<file path="src/rtl/vram_write_ctrl.sv">
// Framed-command write sequencer for the VRAM user port: parses SYNC/CMD/ADDR/LEN frames from
// uart_rx bytes and issues WRITE-burst or FILL writes with a wrapping address pointer.
module vram_write_ctrl #(
    parameter int          ADDR_W         = 15,
    parameter int          DATA_W         = 6,
    parameter int          VRAM_DEPTH     = 30000,
    parameter logic [7:0]  SYNC_BYTE      = 8'hA5,
    parameter int          TIMEOUT_CYCLES = 1066667
) (
    input  logic              clk,
    input  logic              rst,
    input  logic [7:0]        i_rx_data,
    input  logic              i_rx_valid,
    output logic              o_rx_ack,
    output logic              o_vram_we,
    output logic [ADDR_W-1:0] o_vram_addr,
    output logic [DATA_W-1:0] o_vram_data,
    output logic              o_busy,
    output logic              o_frame_done,
    output logic              o_err
);

    localparam int               TMO_W     = $clog2(TIMEOUT_CYCLES + 1);
    localparam logic [TMO_W-1:0] TMO_ONE   = {{(TMO_W-1){1'b0}}, 1'b1};
    localparam logic [TMO_W-1:0] TMO_LAST  = TMO_W'(TIMEOUT_CYCLES - 1);
    localparam logic [7:0]       CMD_WRITE = 8'h01;
    localparam logic [7:0]       CMD_FILL  = 8'h02;

    typedef enum logic [3:0] {
        S_IDLE, S_CMD, S_AH, S_AL, S_LH, S_LL, S_DATA, S_VAL, S_FILL
    } state_t;

    state_t             r_state, w_state;
    logic [7:0]         r_cmd, w_cmd;
    logic [7:0]         r_addr_hi, w_addr_hi;
    logic [7:0]         r_len_hi, w_len_hi;
    logic [ADDR_W-1:0]  r_addr, w_addr;
    logic [15:0]        r_len, w_len;
    logic [DATA_W-1:0]  r_val, w_val;
    logic [TMO_W-1:0]   r_tmo, w_tmo;
    logic               r_rx_ack;
    logic               r_we, w_we;
    logic [ADDR_W-1:0]  r_vaddr, w_vaddr;
    logic [DATA_W-1:0]  r_vdata, w_vdata;
    logic               r_done, w_done;
    logic               r_err, w_err;
    logic               w_accept;
    logic               w_timed;
    logic [15:0]        w_byte16;

    function automatic logic [ADDR_W-1:0] next_addr(input logic [ADDR_W-1:0] a);
        if (a == ADDR_W'(VRAM_DEPTH - 1)) begin
            return {ADDR_W{1'b0}};
        end else begin
            return a + {{(ADDR_W-1){1'b0}}, 1'b1};
        end
    endfunction

    // Frame parser and write sequencer: next-state and next registered outputs
    always_comb begin
        w_state   = r_state;
        w_cmd     = r_cmd;
        w_addr_hi = r_addr_hi;
        w_len_hi  = r_len_hi;
        w_addr    = r_addr;
        w_len     = r_len;
        w_val     = r_val;
        w_tmo     = r_tmo;
        w_we      = 1'b0;
        w_vaddr   = r_vaddr;
        w_vdata   = r_vdata;
        w_done    = 1'b0;
        w_err     = 1'b0;
        w_accept  = i_rx_valid && !r_rx_ack && (r_state != S_FILL);
        w_timed   = (r_state != S_IDLE) && (r_state != S_FILL);
        w_byte16  = 16'h0000;

        if (!w_timed) begin
            w_tmo = {TMO_W{1'b0}};
        end else if (w_accept) begin
            w_tmo = {TMO_W{1'b0}};
        end else begin
            w_tmo = r_tmo + TMO_ONE;
        end

        case (r_state)
            S_IDLE: begin
                if (w_accept && (i_rx_data == SYNC_BYTE)) begin
                    w_state = S_CMD;
                end else begin
                    w_state = S_IDLE;
                end
            end
            S_CMD: begin
                if (!w_accept) begin
                    w_state = S_CMD;
                end else if ((i_rx_data == CMD_WRITE) || (i_rx_data == CMD_FILL)) begin
                    w_cmd   = i_rx_data;
                    w_state = S_AH;
                end else begin
                    w_err   = 1'b1;
                    w_state = S_IDLE;
                end
            end
            S_AH: begin
                if (w_accept) begin
                    w_addr_hi = i_rx_data;
                    w_state   = S_AL;
                end else begin
                    w_state   = S_AH;
                end
            end
            S_AL: begin
                w_byte16 = {r_addr_hi, i_rx_data};
                if (!w_accept) begin
                    w_state = S_AL;
                end else if ({16'h0000, w_byte16} >= 32'(VRAM_DEPTH)) begin
                    w_err   = 1'b1;
                    w_state = S_IDLE;
                end else begin
                    w_addr  = w_byte16[ADDR_W-1:0];
                    w_state = S_LH;
                end
            end
            S_LH: begin
                if (w_accept) begin
                    w_len_hi = i_rx_data;
                    w_state  = S_LL;
                end else begin
                    w_state  = S_LH;
                end
            end
            S_LL: begin
                w_byte16 = {r_len_hi, i_rx_data};
                if (!w_accept) begin
                    w_state = S_LL;
                end else if (w_byte16 == 16'h0000) begin
                    w_done  = 1'b1;
                    w_state = S_IDLE;
                end else if (r_cmd == CMD_WRITE) begin
                    w_len   = w_byte16;
                    w_state = S_DATA;
                end else begin
                    w_len   = w_byte16;
                    w_state = S_VAL;
                end
            end
            // DATA and VAL both write on the consuming edge; VAL then hands over to FILL
            S_DATA, S_VAL: begin
                if (w_accept) begin
                    w_we    = 1'b1;
                    w_vaddr = r_addr;
                    w_vdata = i_rx_data[DATA_W-1:0];
                    w_val   = i_rx_data[DATA_W-1:0];
                    w_addr  = next_addr(r_addr);
                    w_len   = r_len - 16'd1;
                    if (r_len == 16'd1) begin
                        w_done  = 1'b1;
                        w_state = S_IDLE;
                    end else if (r_state == S_VAL) begin
                        w_state = S_FILL;
                    end else begin
                        w_state = S_DATA;
                    end
                end else begin
                    w_state = r_state;
                end
            end
            S_FILL: begin
                w_we    = 1'b1;
                w_vaddr = r_addr;
                w_vdata = r_val;
                w_addr  = next_addr(r_addr);
                w_len   = r_len - 16'd1;
                if (r_len == 16'd1) begin
                    w_done  = 1'b1;
                    w_state = S_IDLE;
                end else begin
                    w_state = S_FILL;
                end
            end
            default: begin
                w_state = S_IDLE;
            end
        endcase

        if (w_timed && !w_accept && (r_tmo == TMO_LAST)) begin
            w_state = S_IDLE;
            w_err   = 1'b1;
            w_tmo   = {TMO_W{1'b0}};
        end else begin
            w_tmo   = w_tmo;
        end
    end

    // State and registered-output update
    always_ff @(posedge clk or posedge rst) begin
        if (rst) begin
            r_state   <= S_IDLE;
            r_cmd     <= 8'h00;
            r_addr_hi <= 8'h00;
            r_len_hi  <= 8'h00;
            r_addr    <= {ADDR_W{1'b0}};
            r_len     <= 16'h0000;
            r_val     <= {DATA_W{1'b0}};
            r_tmo     <= {TMO_W{1'b0}};
            r_rx_ack  <= 1'b0;
            r_we      <= 1'b0;
            r_vaddr   <= {ADDR_W{1'b0}};
            r_vdata   <= {DATA_W{1'b0}};
            r_done    <= 1'b0;
            r_err     <= 1'b0;
        end else begin
            r_state   <= w_state;
            r_cmd     <= w_cmd;
            r_addr_hi <= w_addr_hi;
            r_len_hi  <= w_len_hi;
            r_addr    <= w_addr;
            r_len     <= w_len;
            r_val     <= w_val;
            r_tmo     <= w_tmo;
            r_rx_ack  <= w_accept;
            r_we      <= w_we;
            r_vaddr   <= w_vaddr;
            r_vdata   <= w_vdata;
            r_done    <= w_done;
            r_err     <= w_err;
        end
    end

    assign o_rx_ack     = r_rx_ack;
    assign o_vram_we    = r_we;
    assign o_vram_addr  = r_vaddr;
    assign o_vram_data  = r_vdata;
    assign o_busy       = (r_state != S_IDLE);
    assign o_frame_done = r_done;
    assign o_err        = r_err;

endmodule

</file>
<file path="config.mk">
export PLATFORM = sky130hd
export DESIGN_NAME = vram_write_ctrl
export DESIGN_NICKNAME = d
export VERILOG_FILES = /design/src/rtl/vram_write_ctrl.sv
export SDC_FILE = /design/constraint.sdc
export NUM_CORES = 1
export LEC_CHECK = 0
export ABC_AREA = 1
export BUFFER_PORTS_ARGS = -buffer_cell sky130_fd_sc_hd__buf_2
export CORE_ASPECT_RATIO = 2
export CORE_MARGIN = 2
export CORE_UTILIZATION = 57
export CTS_CLUSTER_SIZE = 28
export DETAILED_ROUTE_END_ITERATION = 8
export PLACE_DENSITY = 0.8
export SYNTH_ARGS = -nofsm -noshare
export SYNTH_HDL_FRONTEND = slang
export SYNTH_SLANG_ARGS = --single-unit
</file>
<file path="constraint.sdc">
create_clock -name clk -period 4.8 [get_ports clk]
set_input_delay 0.72 -clock clk [delete_from_list [all_inputs] [get_ports clk]]
set_output_delay 0.72 -clock clk [all_outputs]
set_load 0.05 [all_outputs]
</file>
# [Word-level counts from Yosys, hierarchy flattened]
# Index checks and enable logic that the tools add are counted.
[totals] elab_cells=108 inputBits=11 register_bits=111 out_inout_bits=26
[op_classes] n_mux=45 reduce_logical=23 n_lt_le_gt_ge=1 n_eq_ne=22 add_sub_neg=3
[op_table] op="$mux 15" n=5
[op_table] op="$mux 21" n=3
[op_table] op="$mux 16" n=3
[op_table] op="$pmux 16 s3" n=1
[op_table] op="$pmux 15 s3" n=1
[op_table] op="$pmux 4 s8" n=1
[op_table] op="$pmux 15 s2" n=1
[op_table] op="$add 21x1->21 const B" n=1
[op_table] op="$eq 21x21->1 const B" n=1
[op_table] op="$mux 4" n=5
[op_table] op="$eq 16x1->1 const B" n=1
[op_table] op="$eq 4x3->1 const B" n=4
[op_table] op="$eq 8x1->1 const B" n=2
[op_table] op="$ge 16x15->1 const B" n=1
[op_table] op="$logic_not 16->1" n=1
[op_table] op="$sub 16x1->16 const B" n=1
[op_table] op="$add 15x1->15 const B" n=1
[op_table] op="$eq 15x15->1 const B" n=1
[op_table] op="$mux 1" n=14
[op_table] op="$mux 3" n=4
[op_table] op="$pmux 6 s2" n=1
[op_table] op="$ne 2x2->1 const B" n=5
[op_table] op="$eq 4x2->1 const B" n=2
[op_table] op="$eq 8x2->1 const B" n=1
[op_table] op="other kinds (20)" n=33

# [Longest topological paths before layout]
[depth] word_depth=7 mapped_depth=12 mapped_depth_nobuf=12

# [Worst setup path before layout]
# Ideal clock, no wire load.
[synth_path] kind="input port to flip-flop" from="input i_rx_valid" to="register r_addr[5]" arrival_time_ps=1699 cell_stages=9 required_ps=4726 n_path_buf=1 setup_time_ps=74 path_slack_ps=3027 cell_sequence="nand2_1 > a21oi_2 > nor2_1 > nor2_2 > nand2_4 > inv_4 > buf_6 > nand2_1 > o21ai_2"
[synth_between] elab_chain_cells=4 word_cells_on_any_way=5 classes_between="eq/ne (2); reduce/logical (3)"
[synth_rtl] element="from (decl)" line_no="13" source="input logic i_rx_valid,"
[synth_rtl] element="$logic_and 1x1->1 (*) (2 in series)" line_no="74" source="w_accept = i_rx_valid && !r_rx_ack && (r_state != S_FILL);"
[synth_rtl] element="$ne 2x2->1 (no line)"
[synth_rtl] element="$reduce_and 4->1 (no line) (*)"
[synth_rtl] element="to (signal assigned)" line_no="203" source="r_addr <= {ADDR_W{1'b0}};"
[synth_rtl] element="to (signal assigned)" line_no="218" source="r_addr <= w_addr;"
[synth_rtl] element="to (decl)" line_no="37" source="logic [ADDR_W-1:0] r_addr, w_addr;"
# Mark *: on every way between the ends. The rest lies on a longest branch, timed or not.
# A chain may end at the register's enable or synchronous reset.

# [Worst setup path after layout]
[layout_path] from="register r_state[3]" to="register r_len[7]"
[layout_between] elab_chain_cells=4 word_cells_on_any_way=13 classes_between="eq/ne (8); mux (1); reduce/logical (4)"
[layout_rtl] element="from (decl)" line_no="33" source="state_t r_state, w_state;"
[layout_rtl] element="from (signal assigned)" line_no="214" source="r_state <= w_state;"
[layout_rtl] element="$eq 4x3->1 / $ne 4x4->1 (equally long branches)" line_no="86, 74"
[layout_rtl] element="$reduce_or 2->1 / $logic_and 1x1->1 (equally long branches)" line_no="86, 74"
[layout_rtl] element="$ne 2x2->1 (no line) / $reduce_bool 3->1 (equally long branches)"
[layout_rtl] element="$reduce_and 4->1 (no line)"
[layout_rtl] element="to (signal assigned)" line_no="219" source="r_len <= w_len;"
[layout_rtl] element="to (decl)" line_no="38" source="logic [15:0] r_len, w_len;"
# Several ways; a longest one is shown, not always the timed one.

==> metrics.csv <==
stage,metric,value,unit
synthesis,"flops & latches, synth",111,
min_path,hold path start,o_vram_addr[1],
drt,post-DR wirelength/cell,15.3,µm
clocking,Inserted Clock Buffers,9,
drt,DR WL met3,544,µm
timing,RSZ-0062 raised after global routing,false,
floorplan,row cnt,53,
synthesis,Netlist cell types,38,
clocking,Setup Buffers After CTS,0,
timing,max-slew violations,0,
drt,uppermost layer routed,met4,
synthesis,"Avg Cell Area, Syn",7.33,µm²
drt,wl on met1,5540,µm
synthesis,post-synthesis sequential area ratio,45.1,%
placed_design,port bufs,36,
setup_path,crit-path cells,inv_1 > nand2_2 > nor2_4 > inv_2 > nand2_2 > inv_2 > a21boi_2 > o21ai_0 > o21ai_0,
timing,"Hold Vio Cnt, Final",0,
synthesis,Ys Warns,0,
floorplan,die outline width,77.5,µm
synthesis,most frequent cell after synthesis,nand2_1,
layout,ANT cells,0,
clocking,clock-pin slew on the worst setup and hold paths,0.07,ns
placed_design,dpl hpwl,11900,µm
drt,Pre-Repair DR Iteration Count,7,
setup_path,critical path required time,5.06,ns
timing,post-route clock period utilization,58.8,%
floorplan,Die Span Y,151,µm
drt,Final ANT Viol Nets,0,
global_route,Tot GR Track Use,28.4,%
setup_path,startpoint types,flop,
timing,Max Fclk,354,MHz
synthesis,syn_nets,857,
power,Clock Power Share,18.9,%
drt,vias after detailed routing,5611,
layout,P&R area growth vs syn,8.27,%
timing,Max transition margin,35.5,%
floorplan,Total Die Area,11700,µm²
clocking,Worst-Skew Late Latency,0.35,ns
clocking,CTS sink cnt,111,
synthesis,Synth area leaders,"dfrtp_1, nand2_1, nor2_1",
outcome,outcome,finished clean,
clocking,CTS tree,done,
synthesis,Syn Inst Count,841,
setup_path,critical path class,flop to flop,
setup_path,"Largest stage delay, worst path",0.77,ns
setup_path,Critical Path Slowest Stage Cell,a21boi_2,
clocking,Max clock buf depth,2,
global_route,global route overflow,0,
synthesis,post-synth top area share,45.1,%
power,Static Leak,3.25,nW
clocking,CTS Hold Buffers Added,0,
global_route,pin count of the biggest net entering global routing,80,
layout,final non-filler cell total,1012,
drt,Vias per Instance,5.54,
floorplan,Starting Density,58.4,%
clocking,cts repair resizes,0,
setup_path,Worst Setup SP,r_state[3],
synthesis,async set-reset flop share out of synthesis,100,%
clocking,H-Tree Level Count,3,
timing,min cycle time layout,2.82,ns
timing,Clock Skew,0.00477,ns
drt,DRC Markers,0,
global_route,vias in the first global route,5651,
power,Pwr Density,573,nW/µm²
global_route,global-route wire length before repair,26000,µm
power,Int Pwr,2.06,mW
layout,fraction of layout cells with a size suffix above 1,10.6,%
drt,WL final,15500,µm
setup_path,arrival time worst endpoint,3.09,ns
synthesis,Most used DFF post-synth,dfrtp_1,
placed_design,dpl ws,1.99,ns
power,sequential share of power,40.1,%
power,Worst VDD drop,0.000288,V
timing,final setup fails,0,
timing,setup tns final,0,ns
synthesis,Synth top cells by count,"nand2_1, nor2_1, dfrtp_1",
floorplan,core area,10500,µm²
setup_path,crit-path max FO,30,
timing,worst-margin pin slew,0.967,ns
power,Sw Ratio,46.1,%
synthesis,Synth area leader,dfrtp_1,
placed_design,Placed Instances,996,
min_path,Hold Crit Class,flop to flop,
layout,nets@finish,886,
setup_path,worst reg2reg startpoint,r_state[3],
synthesis,count of flip-flops with a built-in enable after synthesis,0,
clocking,CTS root buffer,clkbuf_16,
synthesis,Syn Std Cell Area,6160,µm²
drt,met2 wire length,8460,µm
placed_design,placer congestion estimate,0.992,
setup_path,CP endpoint kind,flop,
global_route,initial antenna violation count,0,
drt,DR iter-0 viols,401,
job,maxcap violations,0,
power,Comb pwr share,41.0,%
power,sw power,1.76,mW
timing,fin worst setup slack,1.98,ns
floorplan,IO Count,37,
metrics by stage:
| stage | power (mW) | hold WS (ns) | cell area (µm²) | util [%] |
|---|---|---|---|---|
| floorplan | 2.72 | 0.453 | 6160 | - |
| global placement | 3.08 | 0.454 | 6380 | 60.6 |
| detailed placement | 3.11 | 0.461 | 6380 | 60.6 |
| CTS | 3.83 | 0.478 | 6670 | 63.3 |
| global route | 4.10 | 0.502 | 6670 | 63.3 |
| finish | 3.82 | 0.473 | 6670 | 63.3 |
cells in the final DEF, fill, tap and decap left out, types with 3 or more instances in the layout:
| cell | count |
|---|---|
| nand2_1 | 271 |
| nor2_1 | 113 |
| dfrtp_1 | 111 |
| inv_1 | 83 |
| nand3_1 | 65 |
| o21ai_0 | 52 |
| buf_2 | 36 |
| nand4_1 | 20 |
| o21ai_1 | 17 |
| nor3_1 | 15 |
| xor2_1 | 11 |
| o21ai_2 | 9 |
| clkbuf_16 | 9 |
| a21oi_1 | 7 |
| nand2_2 | 5 |
| nor2_2 | 5 |
| ha_1 | 5 |
| inv_2 | 4 |
| nor3_2 | 3 |
| nand3b_1 | 3 |
| xnor2_1 | 3 |
| clkinvlp_4 | 3 |
cell families after synthesis:
| family | share of synthesized area (%) |
|---|---|
| compound gates | 8.90 |
| xor+xnor | 1.99 |
| fa+ha+maj | 1.02 |
| buf+inv | 7.70 |
| flops | 45.1 |
| mux | 0.366 |
| simple gates | 35.0 |
sequential cells by signal, summed over array words and instances, names as in the netlist:
signal / cells
r_val: 6
r_addr: 15
r_len_hi: 8
o_vram_data: 6
o_frame_done: 1
r_len: 16
r_state: 4
r_cmd: 8
r_addr_hi: 8
r_tmo: 21
o_vram_we: 1
o_rx_ack: 1
o_vram_addr: 15
o_err: 1
power by group through the flow:
stage | clock [mW] | combinational [mW] | sequential, mW
after floorplan | 0 | 0.926 | 1.80
after global placement | 0 | 1.55 | 1.53
after detailed placement | 0 | 1.57 | 1.54
after CTS | 0.727 | 1.58 | 1.52
after global routing | 0.767 | 1.76 | 1.57
final | 0.720 | 1.57 | 1.53
layer usage:
layer / vias up / track usage [%]
met2: 179 / 53.4
met4: 0 / 19.5
met5: - / 0
met3: 68 / 3.69
met1: 2620 / 28.5
li1: 2744 / -
path summary, 6_finish.rpt:
path                       depth (start not counted)              to  slack, ns
setup / recovery                                   9        r_len[7]       1.98
hold / removal                                     2  o_vram_addr[1]       0.47
setup reg to reg                                   9        r_len[7]       1.98
hold reg to reg                                    2  o_vram_addr[1]       0.47
max in group asynchronous                          3  o_vram_data[4]       3.25
min in group asynchronous                          2       r_len[15]       0.59
cell type report:
class	count	area, µm²
clock buffer	11	243
clock inverter	5	42.5
fill	977	3870
inverter	89	339
multi-input combinational	622	2910
sequential	111	2780
tap	137	171
timing repair buffer	37	188
critical path: cells and delay by family, from the launching register on:
kind	cells	cell delay, ns
compound gates	3	1.06
simple gates	3	0.65
buf+inv	3	0.61
flops	1	0.39
Note: power is estimated with default switching activity, not from simulation.
